===== config.mk =====
export PLATFORM = sky130hd
export DESIGN_NAME = button_conditioner
export DESIGN_NICKNAME = d
export VERILOG_FILES = /design/src/rtl/button_pkg.sv /design/src/rtl/ms_tick_gen.sv /design/src/rtl/button_conditioner.sv
export SDC_FILE = /design/constraint.sdc
export NUM_CORES = 1
export LEC_CHECK = 0
export CORE_AREA = 2 2 68 95
export CTS_CLUSTER_DIAMETER = 60
export DETAILED_ROUTE_END_ITERATION = 16
export DIE_AREA = 0 0 70 97
export DONT_BUFFER_PORTS = 1
export HOLD_SLACK_MARGIN = 0.06
export PLACE_DENSITY = 0.76
export SKIP_CTS_REPAIR_TIMING = 1
export SYNTH_ARGS = -nofsm -noshare
export SYNTH_HDL_FRONTEND = slang
export SYNTH_SLANG_ARGS = --single-unit

===== constraint.sdc =====
create_clock -name clk -period 7.5 [get_ports clk]
set_clock_uncertainty 0.05 [all_clocks]
set_input_delay 0.75 -clock clk [delete_from_list [all_inputs] [get_ports clk]]
set_output_delay 0.75 -clock clk [all_outputs]
set_load 0.05 [all_outputs]

===== src/rtl/button_pkg.sv =====
// Shared defaults and helpers for the button conditioning and neighbouring
// timing blocks.
package button_pkg;

    localparam int DEBOUNCE_MS_DEFAULT = 20;
    localparam int SYNC_STAGES_DEFAULT = 2;

    // True when exactly one bit of v is set.
    function automatic logic is_onehot(input logic [31:0] v);
        return (v != 32'd0) && ((v & (v - 32'd1)) == 32'd0);
    endfunction

endpackage


===== src/rtl/ms_tick_gen.sv =====
// Millisecond time base: a registered one-cycle pulse every
// max(ticks_per_milli,1) clock cycles.
module ms_tick_gen (
    input  logic        clk,
    input  logic        rst,
    input  logic [15:0] ticks_per_milli,
    output logic        tick
);

    logic [15:0] cnt_q, cnt_d;
    logic [15:0] limit;
    logic        tick_q, tick_d;

    // NOTE: every combinational output gets a default first, so no path can
    // leave it unassigned and infer a latch.
    always_comb begin
        limit  = (ticks_per_milli == 16'd0) ? 16'd0 : ticks_per_milli - 16'd1;
        tick_d = (cnt_q == limit);
        cnt_d  = tick_d ? 16'd0 : cnt_q + 16'd1;
    end

    // NOTE: state registers use non-blocking assignments so every flop
    // samples the pre-edge values, independent of statement order.
    always_ff @(posedge clk) begin
        if (rst) begin
            cnt_q  <= 16'd0;
            tick_q <= 1'b0;
        end else begin
            cnt_q  <= cnt_d;
            tick_q <= tick_d;
        end
    end

    assign tick = tick_q;

endmodule


===== src/rtl/button_conditioner.sv =====
// Synchronizes, optionally inverts and debounces the raw game buttons, and
// derives press/release pulses and a one-hot view for the game FSM.
module button_conditioner
    import button_pkg::*;
#(
    parameter int NUM_BTN     = 4,
    parameter int DEBOUNCE_MS = DEBOUNCE_MS_DEFAULT,
    parameter int SYNC_STAGES = SYNC_STAGES_DEFAULT
) (
    input  logic               clk,
    input  logic               rst,
    input  logic [15:0]        ticks_per_milli,
    input  logic [NUM_BTN-1:0] btn_raw,
    input  logic               btn_invert,
    output logic [NUM_BTN-1:0] btn_level,
    output logic [NUM_BTN-1:0] btn_press,
    output logic [NUM_BTN-1:0] btn_release,
    output logic [NUM_BTN-1:0] btn_onehot,
    output logic               any_pressed,
    output logic               ms_tick
);

    localparam logic [7:0] CNT_LAST = 8'(DEBOUNCE_MS - 1);

    ms_tick_gen u_ms_tick_gen (
        .clk             (clk),
        .rst             (rst),
        .ticks_per_milli (ticks_per_milli),
        .tick            (ms_tick)
    );

    for (genvar i = 0; i < NUM_BTN; i++) begin : g_btn
        logic [SYNC_STAGES-1:0] sync_q, sync_d;
        logic [7:0]             cnt_q, cnt_d;
        logic                   level_q, level_d;
        logic                   press_q, press_d;
        logic                   release_q, release_d;
        logic                   sync_bit;

        // Inversion happens ahead of the first flop; the MSB is the last stage.
        always_comb begin
            sync_d    = {sync_q[SYNC_STAGES-2:0], btn_raw[i] ^ btn_invert};
            sync_bit  = sync_q[SYNC_STAGES-1];
            cnt_d     = cnt_q;
            level_d   = level_q;
            press_d   = 1'b0;
            release_d = 1'b0;
            if (sync_bit == level_q) begin
                cnt_d = 8'd0;
            end else if (ms_tick) begin
                if (cnt_q == CNT_LAST) begin
                    level_d   = sync_bit;
                    cnt_d     = 8'd0;
                    press_d   = sync_bit;
                    release_d = ~sync_bit;
                end else begin
                    cnt_d = cnt_q + 8'd1;
                end
            end
        end

        // NOTE: these are flop banks, not memories, so they are all cleared
        // by reset; a mid-debounce reset must discard the partial count.
        always_ff @(posedge clk) begin
            if (rst) begin
                sync_q    <= '0;
                cnt_q     <= 8'd0;
                level_q   <= 1'b0;
                press_q   <= 1'b0;
                release_q <= 1'b0;
            end else begin
                sync_q    <= sync_d;
                cnt_q     <= cnt_d;
                level_q   <= level_d;
                press_q   <= press_d;
                release_q <= release_d;
            end
        end

        assign btn_level[i]   = level_q;
        assign btn_press[i]   = press_q;
        assign btn_release[i] = release_q;
    end

    assign btn_onehot  = is_onehot(32'(btn_level)) ? btn_level : '0;
    assign any_pressed = |btn_level;

endmodule

==> Word-level counts from Yosys, hierarchy flattened <==
Cells that the tools add are included.
{ "word_totals": {"mem_bits_rw": 0, "elab_cells": 80, "memories": 0, "latch_bits": 0, "mem_bits_ro": 0, "output_inout_bits": 18, "regBits": 69} }
{ "op_classes": {"shifts": 0, "n_addsub": 7, "magnitude_cmp": 0, "eq_ne": 9, "muxes": 6, "mul": 0, "div_mod_pow": 0, "n_reduce_logical": 18, "n_bitwise": 18} }
{ "ops": {"columns": ["cell", "count"], "rows": [
  ["$add 8x1->8 const B", 4],
  ["$and 4x32->32", 1],
  ["$eq 8x5->1 const B", 4],
  ["$logic_not 32->1", 1],
  ["$mux 8", 4],
  ["$reduce_or 4->1", 5],
  ["$add 16x1->16 const B", 1],
  ["$eq 16x16->1", 1],
  ["$logic_not 16->1", 1],
  ["$mux 16", 1],
  ["$sub 16x1->16 const B", 1],
  ["$not 1->1", 13],
  ["$reduce_and 3->1", 4],
  ["$reduce_or 2->1", 5],
  ["$sub 4x1->5 const B", 1],
  ["$eq 1x1->1", 4],
  ["$mux 4", 1],
  ["$reduce_bool 4->1", 1],
  ["$xor 1x1->1", 4],
  ["$logic_and 1x1->1", 1]
]} }

==> Logic depth before layout (Yosys ltp) <==
{ "depth": {"ltp_word": 5, "depth_mapped": 11, "mapped_depth_nobuf": 9} }

==> By module <==
From an unflattened synthesis, not the netlist that was laid out.
{ "hier_totals": {"cells_unflattened": 452, "hier_area_um2": 3973.8} }
{ "modules_own_cells": {"columns": ["mod", "cells_each", "seq_area_each_um2", "n_inst", "area_each_um2"], "rows": [
  ["button_conditioner", 253, 1041.0, 1, 2334.7],
  ["ms_tick_gen", 199, 340.3, 1, 1639.1]
]} }

==> Worst setup path before layout <==
OpenSTA, ideal clock, no wires.
{ "synth_path": {"path_type": "input to register", "from": "input port ticks_per_milli[0]", "to": "register u_ms_tick_gen.cnt_q[10]", "arrival_time_ps": 3083, "setup_slack_ps": 4231, "setup_ps": 136, "path_stages": 10, "n_path_buf": 1, "cell_sequence": "inv_1 ha_1 or4b_4 nor4_4 xnor2_1 mux2_2 o32a_1 a2111oi_4 buf_6 a211oi_1"} }
{ "synth_via": {"elab_chain_cells": 4, "word_cells_on_any_way": 5} }
{ "synth_rtl": {"columns": ["item", "line", "text"], "rows": [
  ["start, declared", "button_conditioner.sv:12", "input logic [15:0] ticks_per_milli,"],
  ["$sub 16x1->16 or $logic_not 16->1 (tied branches)", "ms_tick_gen.sv:17", "limit = (ticks_per_milli == 16'd0) ? 16'd0 : ticks_per_milli - 16'd1;"],
  ["$mux 16 *", "ms_tick_gen.sv:17", null],
  ["$eq 16x16->1 *", "ms_tick_gen.sv:18", "tick_d = (cnt_q == limit);"],
  ["$reduce_or 2->1 (no line) *", null, null],
  ["end signal, assigned", "ms_tick_gen.sv:29", "cnt_q <= cnt_d;"],
  ["end, declared", "ms_tick_gen.sv:10", "logic [15:0] cnt_q, cnt_d;"]
]} }
Mark *: on every way between the ends. The rest lies on a longest branch, timed or not.
A chain may end at the register's enable or synchronous reset.

==> Final worst setup path <==
{ "layout_path": {"from": "input port ticks_per_milli[0]", "to": "register u_ms_tick_gen.cnt_q[2]"} }
The elaborated chain is that of the path after synthesis.

==> metrics <==
antenna diode count 0; Worst Path Required 7.62 ns; asr flop ratio synth 0%; number of vias per cell 6.08; clk sink count 69; hpwl dp 5480 um; Static Leak 1.31 nW; drt pass-1 iters 4; Crit Path Max Fanout 17; Synth Net Count 461; drt wl/cell 15.6 um; vias in the first global route 2827; first-pass GRT wire length 13000 um; Die Footprint 6790 um2; Synth area leader dfxtp_1; number of port buffers 0; Die H 97 um; GPL Wtd Cong 0.834; num ports 41; Fmax achieved 276 MHz; Core Area 5860 um2; class of the worst hold path flip-flop to flip-flop; Max Cap Viol 0; Synth Register Bits 69; FILL cells 472; row count 33; Final setup viols 0; clk_lat worst skew 0.34 ns; number of synthesized flops with an enable pin 0; Num CTS Buffers 9; Relative slew margins 33.0%; CTS root buf clkbuf_8; initial antenna violation count 0; share of cells above drive strength 1 8.53%; NumNets Final 446; Synth Instances 432; Syn. warnings 0; total gr overflow 0; CP endpoint kind flip-flop; post-synthesis sequential area ratio 36.8%; crit path launch type input port; Cell variety after synth 55; CTS tree built; fin crit share 48.2%; critical path type input port to flip-flop; status finished clean; largest net degree at the start of global routing 42; Total GRT Usage 23.4%; Slew Limit Fails 0; remaining routing DRC violations 0; Max Buffers Root-to-Sink 2; Final Hold Viols 0; CTS clk-pin slew, worst paths 0.07 ns; synthesized cell area 3760 um2; minimum clock period 3.62 ns; synth top area cells dfxtp_1, xor2_1, xnor2_1, nor2_1, a211oi_1; VDD IR-drop max 135 uV; Layout area overhead 5.89%; pwr/cell area 195 nW/um2; worst slew pin tran 1.00 ns; Post-DRT Antenna Nets 0; Post-Syn Area per Cell 8.70 um2; total number of vias 2992; main flop type after synthesis dfxtp_1; Crit path arrival time 3.74 ns; DRT iter0 DRCs 140; unrepaired setup endpoints after global routing no; top cell type's share of synthesized area 36.8%; Die Span X 70 um; final wirelength 7660 um; Total Power 0.778 mW; Initial Utilization 64.1%; Post-Route Setup TNS 0 ns; CTS H-tree depth 3
cells by family (layout without fill, tap and decap cells):
family | count (synthesis) | in the layout | synth area share [%]
buf+inv | 36 | 26 | 5.23
compound gates | 48 | 48 | 9.49
fa+ha+maj | 6 | 6 | 2.00
xor+xnor | 62 | 62 | 14.9
flops | 69 | 69 | 36.8
simple gates | 202 | 202 | 29.2
mux | 9 | 9 | 2.43
worst paths after layout:
kind | start | end | slack, ns | cells after the start
max | ticks_per_milli[0] | u_ms_tick_gen.cnt_q[2] | 3.88 | 9
min | g_btn[2].sync_q[0] | g_btn[2].sync_q[1] | 0.39 | 1
max reg2reg | u_ms_tick_gen.cnt_q[3] | u_ms_tick_gen.cnt_q[2] | 4.73 | 5
min reg2reg | g_btn[2].sync_q[0] | g_btn[2].sync_q[1] | 0.39 | 1
cell type report:
type / count / area (um2) / area share (%)
clock inverter: 5 / 108 / 2.70
multi-input combinational: 327 / 2200 / 55.4
clock buffer: 11 / 141 / 3.55
timing repair buffer: 5 / 37.5 / 0.943
tap: 70 / 87.6 / 2.20
sequential: 69 / 1380 / 34.7
inverter: 5 / 18.8 / 0.472
metrics by stage:
step / hold slack (ns) / instance area [um2] / std cells / setup slack, ns / utilization (%)
2_1_floorplan: 0.364 / 3760 / 432 / 4.23 / -
3_5_place_dp: 0.378 / 3730 / 476 / 3.57 / 63.6
3_3_place_gp: 0.368 / 3730 / 476 / 3.75 / 63.6
6_report: 0.391 / 3980 / 492 / 3.88 / 67.9
4_1_cts: 0.394 / 3980 / 492 / 3.92 / 67.9
5_1_grt: 0.403 / 3980 / 492 / 3.62 / 67.9
critical path, cell delays in order:
cell	delay [ns]
inv_1	0.05
ha_1	0.20
nor4b_2	0.39
nand4_2	0.22
nor3_1	0.55
a21oi_1	0.10
o32a_1	0.35
a2111oi_4	0.91
a211oi_1	0.20
state kept, by name, summed over array words and instances (netlist names):
signal	count
u_ms_tick_gen.tick	1
g_btn.sync_q	8
g_btn.level_q	4
g_btn.cnt_q	32
u_ms_tick_gen.cnt_q	16
g_btn.press_q	4
g_btn.release_q	4
cells in the final DEF (no fill, tap or decap), drive strengths merged, types with 2 or more instances in the layout:
master  count
or4         3
o21ai       5
clkbuf     11
buf         5
a22oi       2
and3        7
ha          6
inv         5
o21a        2
or2         2
nand3      21
a21oi      12
nor4b       7
nor3       22
xnor2      29
bufinv      3
nand2b      9
mux2i       8
o32ai       2
a211oi     16
xor2       32
nand4      19
nor2b       9
nand2      21
nand3b      4
nor4        9
or3         3
nor2       59
dfxtp      69
clkinv      2
where the power goes:
part	switching [mW]	internal [mW]	total [mW]
Sequential	0.00372	0.370	0.374
Combinational	0.0176	0.0170	0.0346
Clock	0.138	0.231	0.369
Total	0.159	0.619	0.778
synthesized netlist by cell type, types with 8 or more instances:
cell type,instances
dfxtp_1,69
nor2_1,59
xor2_1,32
xnor2_1,29
nand2_1,21
nand3_1,21
nor3_1,21
nand4_1,18
a211oi_1,15
clkbuf_1,13
a21oi_1,12
buf_4,12
nand2b_1,9
nor2b_1,9
mux2i_1,8
routing by layer:
layer,track usage [%],vias up,part of all wire (%)
li1,-,1492,-
met1,27.9,1399,42
met2,39.8,84,51
met3,5.94,17,4.4
met4,9.02,0,2.2
met5,0,-,0
Power figures use the tool's default switching activity.
